## config.mk

```make
export PLATFORM = sky130hd
export DESIGN_NAME = hazard_sched_flat
export DESIGN_NICKNAME = d
export VERILOG_FILES = /design/src/rtl/hazard_sched_if.sv /design/src/rtl/hazard_sched.sv /design/src/flat_wrapper.sv
export SDC_FILE = /design/constraint.sdc
export NUM_CORES = 1
export LEC_CHECK = 0
export ABC_AREA = 1
export BUFFER_PORTS_ARGS = -buffer_cell sky130_fd_sc_hd__buf_4
export CAP_MARGIN = 20
export CORE_MARGIN = 2
export CORE_UTILIZATION = 55
export DETAILED_ROUTE_END_ITERATION = 12
export PLACE_DENSITY_LB_ADDON = 0.25
export SETUP_SLACK_MARGIN = 0.4
export SYNTH_ARGS = -nofsm -noshare
export SYNTH_HDL_FRONTEND = slang
export SYNTH_SLANG_ARGS = --single-unit
export TNS_END_PERCENT = 5
```

## constraint.sdc

```tcl
create_clock -name clk -period 2.3 [get_ports clk]
set_input_delay 0.23 -clock clk [delete_from_list [all_inputs] [get_ports clk]]
set_output_delay 0.23 -clock clk [all_outputs]
set_load 0.01 [all_outputs]
```

## src/rtl/hazard_sched_if.sv

```systemverilog
// Hazard-scheduler bundle: the EX/MEM/WB register indices and memory handshake in, stall/flush/forward controls out.
// Purely a wiring bundle; it adds no latency of its own.
// The pipeline side is the master; the scheduler is the slave and answers combinationally.
interface hazard_sched_if #(
  parameter int CNTW = 32
);
  // Pipeline-to-scheduler register indices and control bits
  logic [4:0]      Rs1D, Rs2D;
  logic [4:0]      Rs1E, Rs2E, RdE;
  logic [4:0]      RdM, RdW;
  logic            RegWriteM, RegWriteW;
  logic [1:0]      ResultSrcE;
  logic            PCSrcE;
  logic            MemAccessM;
  logic            MemReadyM;

  // Scheduler-to-pipeline controls and status
  logic            MemReqM;
  logic            StallF, StallD, StallE, StallM;
  logic            FlushD, FlushE, FlushW;
  logic [1:0]      ForwardAE, ForwardBE;
  logic [CNTW-1:0] StallCount, FlushCount;
  logic            MemTimeout;

  modport master (
    output Rs1D, Rs2D, Rs1E, Rs2E, RdE, RdM, RdW,
    output RegWriteM, RegWriteW, ResultSrcE, PCSrcE, MemAccessM, MemReadyM,
    input  MemReqM, StallF, StallD, StallE, StallM, FlushD, FlushE, FlushW,
    input  ForwardAE, ForwardBE, StallCount, FlushCount, MemTimeout
  );

  modport slave (
    input  Rs1D, Rs2D, Rs1E, Rs2E, RdE, RdM, RdW,
    input  RegWriteM, RegWriteW, ResultSrcE, PCSrcE, MemAccessM, MemReadyM,
    output MemReqM, StallF, StallD, StallE, StallM, FlushD, FlushE, FlushW,
    output ForwardAE, ForwardBE, StallCount, FlushCount, MemTimeout
  );
endinterface

```

## src/rtl/hazard_sched.sv

```systemverilog
// Five-stage pipeline hazard scheduler: stalls/flushes, EX forwarding, multi-cycle data-memory wait sequencing.
// All control outputs are combinational (zero latency); counters and the timeout flag update one edge later.
// A pending memory access freezes the whole pipe and defers load-use and branch flushes until MemReadyM.
module hazard_sched #(
  parameter int TIMEOUT = 16,
  parameter int CNTW    = 32
) (
  input  logic          clk,
  input  logic          rst,
  hazard_sched_if.slave bus
);

  localparam int WW = $clog2(TIMEOUT + 1);
  localparam logic [WW-1:0]   WAIT_TOP  = WW'(TIMEOUT);
  localparam logic [WW-1:0]   WAIT_LAST = WW'(TIMEOUT - 1);
  localparam logic [CNTW-1:0] CNT_MAX   = '1;

  typedef enum logic {
    RUN     = 1'b0,
    MEMWAIT = 1'b1
  } state_t;

  state_t          state, state_nxt;
  logic [WW-1:0]   wait_cnt;
  logic [CNTW-1:0] stall_cnt, flush_cnt;
  logic            mem_timeout;

  logic            mem_req;
  logic            mem_stall;
  logic            lw_stall;
  logic            stall_f, stall_d, stall_e, stall_m;
  logic            flush_d, flush_e, flush_w;
  logic [1:0]      fwd_a, fwd_b;

  // State register for the memory-wait sequencer
  always_ff @(posedge clk or posedge rst) begin
    if (rst) begin
      state <= RUN;
    end else begin
      state <= state_nxt;
    end
  end

  // Next state, memory request and stall/flush decode
  always_comb begin
    state_nxt = state;
    mem_req   = 1'b0;
    mem_stall = 1'b0;
    lw_stall  = 1'b0;
    stall_f   = 1'b0;
    stall_d   = 1'b0;
    stall_e   = 1'b0;
    stall_m   = 1'b0;
    flush_d   = 1'b0;
    flush_e   = 1'b0;
    flush_w   = 1'b0;

    // In MEMWAIT the MEM stage is frozen, so the held request stays up
    // regardless of what MemAccessM shows.
    case (state)
      RUN: begin
        mem_req = bus.MemAccessM;
        if (bus.MemAccessM && !bus.MemReadyM) begin
          state_nxt = MEMWAIT;
        end
      end
      MEMWAIT: begin
        mem_req = 1'b1;
        if (bus.MemReadyM) begin
          state_nxt = RUN;
        end
      end
      default: begin
        state_nxt = RUN;
      end
    endcase

    mem_stall = mem_req && !bus.MemReadyM;

    if (mem_stall) begin
      // Freeze everything up to MEM and bubble WB. ID/EX is held, so any
      // load-use or redirect is seen again once memory releases the pipe.
      stall_f = 1'b1;
      stall_d = 1'b1;
      stall_e = 1'b1;
      stall_m = 1'b1;
      flush_w = 1'b1;
    end else begin
      lw_stall = (bus.ResultSrcE == 2'b01) && (bus.RdE != 5'd0) &&
                 ((bus.Rs1D == bus.RdE) || (bus.Rs2D == bus.RdE));
      stall_f  = lw_stall;
      stall_d  = lw_stall;
      flush_d  = bus.PCSrcE;
      flush_e  = bus.PCSrcE || lw_stall;
    end
  end

  // EX operand forwarding; MEM is the younger producer so it wins over WB
  always_comb begin
    fwd_a = 2'b00;
    fwd_b = 2'b00;

    if (bus.RegWriteM && (bus.RdM != 5'd0) && (bus.RdM == bus.Rs1E)) begin
      fwd_a = 2'b10;
    end else if (bus.RegWriteW && (bus.RdW != 5'd0) && (bus.RdW == bus.Rs1E)) begin
      fwd_a = 2'b01;
    end

    if (bus.RegWriteM && (bus.RdM != 5'd0) && (bus.RdM == bus.Rs2E)) begin
      fwd_b = 2'b10;
    end else if (bus.RegWriteW && (bus.RdW != 5'd0) && (bus.RdW == bus.Rs2E)) begin
      fwd_b = 2'b01;
    end
  end

  // Wait-cycle counter and sticky timeout flag
  always_ff @(posedge clk or posedge rst) begin
    if (rst) begin
      wait_cnt    <= '0;
      mem_timeout <= 1'b0;
    end else begin
      if (state == RUN) begin
        if (state_nxt == MEMWAIT) begin
          wait_cnt <= '0;
        end
      end else if (wait_cnt != WAIT_TOP) begin
        wait_cnt <= wait_cnt + WW'(1);
      end

      // Flag rises on the same edge the counter reaches TIMEOUT; the
      // stall itself is unaffected and keeps waiting for ready.
      if ((state == MEMWAIT) && (wait_cnt == WAIT_LAST)) begin
        mem_timeout <= 1'b1;
      end
    end
  end

  // Saturating stall and flush performance counters
  always_ff @(posedge clk or posedge rst) begin
    if (rst) begin
      stall_cnt <= '0;
      flush_cnt <= '0;
    end else begin
      if (stall_f && (stall_cnt != CNT_MAX)) begin
        stall_cnt <= stall_cnt + CNTW'(1);
      end
      if (flush_d && (flush_cnt != CNT_MAX)) begin
        flush_cnt <= flush_cnt + CNTW'(1);
      end
    end
  end

  // Drive the bundle outputs
  always_comb begin
    bus.MemReqM    = mem_req;
    bus.StallF     = stall_f;
    bus.StallD     = stall_d;
    bus.StallE     = stall_e;
    bus.StallM     = stall_m;
    bus.FlushD     = flush_d;
    bus.FlushE     = flush_e;
    bus.FlushW     = flush_w;
    bus.ForwardAE  = fwd_a;
    bus.ForwardBE  = fwd_b;
    bus.StallCount = stall_cnt;
    bus.FlushCount = flush_cnt;
    bus.MemTimeout = mem_timeout;
  end

endmodule

```

## src/flat_wrapper.sv

```systemverilog
// flat-port wrapper written by rule: the top's interface ports become plain ports
module hazard_sched_flat 
#(
  parameter int TIMEOUT = 16,
  parameter int CNTW    = 32
)
  (clk, rst, bus_Rs1D, bus_Rs2D, bus_Rs1E, bus_Rs2E, bus_RdE, bus_RdM, bus_RdW, bus_RegWriteM, bus_RegWriteW, bus_ResultSrcE, bus_PCSrcE, bus_MemAccessM, bus_MemReadyM, bus_MemReqM, bus_StallF, bus_StallD, bus_StallE, bus_StallM, bus_FlushD, bus_FlushE, bus_FlushW, bus_ForwardAE, bus_ForwardBE, bus_StallCount, bus_FlushCount, bus_MemTimeout);
  hazard_sched_if #(.CNTW(CNTW)) bus_i ();
  input  logic clk;
  input  logic rst;
  input wire logic [$bits(bus_i.Rs1D)-1:0] bus_Rs1D;
  input wire logic [$bits(bus_i.Rs2D)-1:0] bus_Rs2D;
  input wire logic [$bits(bus_i.Rs1E)-1:0] bus_Rs1E;
  input wire logic [$bits(bus_i.Rs2E)-1:0] bus_Rs2E;
  input wire logic [$bits(bus_i.RdE)-1:0] bus_RdE;
  input wire logic [$bits(bus_i.RdM)-1:0] bus_RdM;
  input wire logic [$bits(bus_i.RdW)-1:0] bus_RdW;
  input wire logic [$bits(bus_i.RegWriteM)-1:0] bus_RegWriteM;
  input wire logic [$bits(bus_i.RegWriteW)-1:0] bus_RegWriteW;
  input wire logic [$bits(bus_i.ResultSrcE)-1:0] bus_ResultSrcE;
  input wire logic [$bits(bus_i.PCSrcE)-1:0] bus_PCSrcE;
  input wire logic [$bits(bus_i.MemAccessM)-1:0] bus_MemAccessM;
  input wire logic [$bits(bus_i.MemReadyM)-1:0] bus_MemReadyM;
  output wire logic [$bits(bus_i.MemReqM)-1:0] bus_MemReqM;
  output wire logic [$bits(bus_i.StallF)-1:0] bus_StallF;
  output wire logic [$bits(bus_i.StallD)-1:0] bus_StallD;
  output wire logic [$bits(bus_i.StallE)-1:0] bus_StallE;
  output wire logic [$bits(bus_i.StallM)-1:0] bus_StallM;
  output wire logic [$bits(bus_i.FlushD)-1:0] bus_FlushD;
  output wire logic [$bits(bus_i.FlushE)-1:0] bus_FlushE;
  output wire logic [$bits(bus_i.FlushW)-1:0] bus_FlushW;
  output wire logic [$bits(bus_i.ForwardAE)-1:0] bus_ForwardAE;
  output wire logic [$bits(bus_i.ForwardBE)-1:0] bus_ForwardBE;
  output wire logic [$bits(bus_i.StallCount)-1:0] bus_StallCount;
  output wire logic [$bits(bus_i.FlushCount)-1:0] bus_FlushCount;
  output wire logic [$bits(bus_i.MemTimeout)-1:0] bus_MemTimeout;
  assign bus_i.Rs1D = bus_Rs1D;
  assign bus_i.Rs2D = bus_Rs2D;
  assign bus_i.Rs1E = bus_Rs1E;
  assign bus_i.Rs2E = bus_Rs2E;
  assign bus_i.RdE = bus_RdE;
  assign bus_i.RdM = bus_RdM;
  assign bus_i.RdW = bus_RdW;
  assign bus_i.RegWriteM = bus_RegWriteM;
  assign bus_i.RegWriteW = bus_RegWriteW;
  assign bus_i.ResultSrcE = bus_ResultSrcE;
  assign bus_i.PCSrcE = bus_PCSrcE;
  assign bus_i.MemAccessM = bus_MemAccessM;
  assign bus_i.MemReadyM = bus_MemReadyM;
  assign bus_MemReqM = bus_i.MemReqM;
  assign bus_StallF = bus_i.StallF;
  assign bus_StallD = bus_i.StallD;
  assign bus_StallE = bus_i.StallE;
  assign bus_StallM = bus_i.StallM;
  assign bus_FlushD = bus_i.FlushD;
  assign bus_FlushE = bus_i.FlushE;
  assign bus_FlushW = bus_i.FlushW;
  assign bus_ForwardAE = bus_i.ForwardAE;
  assign bus_ForwardBE = bus_i.ForwardBE;
  assign bus_StallCount = bus_i.StallCount;
  assign bus_FlushCount = bus_i.FlushCount;
  assign bus_MemTimeout = bus_i.MemTimeout;
  hazard_sched #(.TIMEOUT(TIMEOUT), .CNTW(CNTW)) u_core (.clk(clk), .rst(rst), .bus(bus_i));
endmodule
```

==> run metrics <==
most common cell in the netlist=nand2_1; n_diodes=0; CORE AREA=9109 um^2; WP buf/inv=3; worst r2r path cells=11; # port buffers=120; Top Family by Delay on Critical Path=flip-flops; Sw Share=approximately a third; largest net degree at the start of global routing=between 70 and 80; routability cong.=0.9711; reg2reg setup slack=about 460 ps; WP data required=2070 ps; share of power burned in registers=43.9%; layout net count=954; layout cell share with drive strength beyond 1=20.35%; Final Setup Violations=0; die width=100.3 um; initial DRC count=397; area leader, netlist=dfrtp_1; routed wire length=13.83 mm; TritonRoute pass-1 iters=5; commonest cells in the netlist=298 x nand2_1, 93 x inv_1, 86 x nor2_1; first-pass GRT wire length=22.62 mm; Final Skew=roughly 17 ps; H-tree depth=3; Hold Crit Class=primary input to flop; CP peak stage delay=420 ps; Max-slew headroom=68.44%; Slew @ Worst Pin=around 470 ps; Fmax achieved=535.5 MHz; Root Buffer=clkbuf_8; latest clock arrival within the worst-skew pair=360 ps; area of the mapped netlist=5096 um^2; critical path fanouts, max=24; Hold EP=u_core.state$_DFF_PP0_; Pleak=3.234 nW; Hold Violations, Final=0; Syn Inst Count=776; reg-to-reg startpoint=u_core.bus.FlushCount[1]$_DFFE_PP0P_; DR DRC count=0; FFs w/ async S/R, synth=100.0%; initial core utilization=55.95%; Post-synth EDFFs=0; dominant synthesized flop cell=dfrtp_1; CP Cell Sequence=inv_2 -> a21oi_2 -> inv_1 -> nand2_4 -> buf_4; Worst VDD drop=0.3927 mV; number of global-route vias before repair=5037; post-DR wirelength/cell=13.56 um; TritonCTS buffer count=9; CTS tree=done; die area=10050 um^2; Hold Crit Start=bus_MemReadyM; Mapped Nets=825; clk sink count=71; synth unique cells=30; Pint=about 2.4 mW; I/O pins=121; Via density=about 5.3; P&R area growth vs syn=26.03%; status=finished clean; min cycle time layout=1867 ps; Crit Path Class=flop to output port; synthesized flop and latch total=71; Fin Setup TNS=0 ps; arrival time of the worst setup path=1640 ps; Reg clk slew, reported paths=70 ps; num rows=35; CP startpoint kind=flop; Total Power=3.660 mW; slowest CP cell=dfrtp_1; Die Y=100.3 um; Syn Area/Cell=between 6 and 7 um^2; HPWL after DPL=10.43 mm; Post-DRT Antenna Nets=0; unrepaired setup endpoints after global routing=yes; Max Root-Sink Buffers=2; fin crit share=81.19%; CP Capture Type=output port; max cap viols=0; FF-to-FF End=u_core.bus.FlushCount[27]$_DFFE_PP0P_; Power Density=around 570 nW/um^2; Worst Hold Depth=2; top post-synthesis cells by area=dfrtp_1 35%, nand2_1 22%, inv_1 6.8%; Tot GR Track Use=27.67%; Comb power frac=27.9%; share of the synthesized area in the top cell type=34.86%; initial antenna violation count=0; Clock Power Share=28.2%; final slew viol count=0; YS warnings=0; via count=5435; Psw=1.263 mW; Seq/Total Area, Yosys=34.86%; GR Overflow Total=0
-- layer usage --
metal / vias up / share of wire, % / track usage (%)
li1: 2672 / - / -
met1: 2513 / 42 / 35.57
met2: 215 / 48 / 47.44
met3: 35 / 6.7 / 4.526
met4: 0 / 2.5 / 9.273
met5: - / 0 / 0
-- metrics by stage --
stage	instance area (um^2)	setup WS (ps)	hold slack, ps	cells	util, %
floorplan	5100	594.0	312.7	776	-
detailed placement	6101	232.2	373.3	1000	66.98
CTS	6325	317.7	59.06	1017	69.44
finish	6422	432.6	65.65	1020	70.51
global placement	6101	330.1	368.5	1000	66.98
global route	6422	306.6	63.23	1020	70.51
-- sequential cells by signal, indices dropped and copies added (netlist names) --
register / cells
u_core.bus.FlushCount: 32
u_core.bus.MemTimeout: 1
u_core.bus.StallCount: 32
u_core.state: 1
u_core.wait_cnt: 5
-- timing repair --
action / in CTS / in global routing
hold buffers: 1 / 0
setup buffers: 1 / 3
hold endpoints to repair: 34 / 0
pin swaps: 0 / 2
gates resized for setup: 3 / 17
endpoints found under the setup margin: 61 / 61
-- worst reg2reg max path, delay by kind of cell, from the launching register on --
kind	cells	cell delay [ps]
AOI/OAI and AO/OA	1	50
buffers and inverters	4	500
and+or+nand+nor	5	570
DFF	1	430
adders and majority gates	1	180
-- cell families after synthesis --
kind of cell             share of synthesized area, %
AO/OA/AOI/OAI                                   4.665
XOR/XNOR                                        7.906
adder cells (fa/ha/maj)                         1.228
buffers and inverters                           9.772
flip-flops                                      34.86
AND/OR/NAND/NOR                                 41.57
-- how the worst max path moves through the flow --
stage	slack (ps)	depth (start not counted)	from	to
2_1_floorplan	590	11	u_core.bus.FlushCount[0]$_DFFE_PP0P_	u_core.bus.FlushCount[16]$_DFFE_PP0P_
3_3_place_gp	330	11	u_core.bus.FlushCount[0]$_DFFE_PP0P_	u_core.bus.FlushCount[29]$_DFFE_PP0P_
3_5_place_dp	230	11	u_core.bus.FlushCount[0]$_DFFE_PP0P_	u_core.bus.FlushCount[27]$_DFFE_PP0P_
4_1_cts	320	9	u_core.bus.StallCount[0]$_DFFE_PP0P_	u_core.bus.StallCount[24]$_DFFE_PP0P_
5_1_grt	310	11	u_core.bus.FlushCount[1]$_DFFE_PP0P_	u_core.bus.FlushCount[29]$_DFFE_PP0P_
6_report	430	5	u_core.state$_DFF_PP0_	bus_StallD
-- power groups by stage --
stage	registers [mW]	clock network (mW)	logic, mW
after floorplan	1.63	0	0.522
after global placement	1.61	0	0.942
after detailed placement	1.61	0	0.972
after CTS	1.59	1.03	0.985
after global routing	1.63	1.09	1.14
final	1.61	1.03	1.02
-- cell type report --
cell class                 instances  area, um^2
tap                              111       138.9
clock buffer                      10       137.6
clock inverter                     5       58.81
inverter                          97       375.4
multi-input combinational        592        2889
timing repair buffer             134        1045
fill                             767        2686
sequential                        71        1778
-- placed cells by master, fill, tap and decap left out, types with 3 or more instances in the layout --
master | Yosys | routed
clkbuf_8 | 0 | 10
buf_4 | 3 | 128
inv_2 | 3 | 3
dfrtp_1 | 71 | 70
nor3_2 | 3 | 4
ha_1 | 5 | 3
a21oi_1 | 3 | 3
o21ai_0 | 15 | 15
nand2_1 | 298 | 297
xor2_1 | 27 | 27
xnor2_1 | 19 | 19
o21ai_2 | 13 | 13
nand4_1 | 12 | 12
nand3_1 | 68 | 68
nor3_1 | 20 | 19
nand2_4 | 1 | 3
buf_6 | 7 | 3
nor2_2 | 3 | 4
nand3b_1 | 8 | 8
clkinvlp_4 | 0 | 3
nor2_1 | 86 | 83
inv_1 | 93 | 92
(Power assumes the default switching activity.)
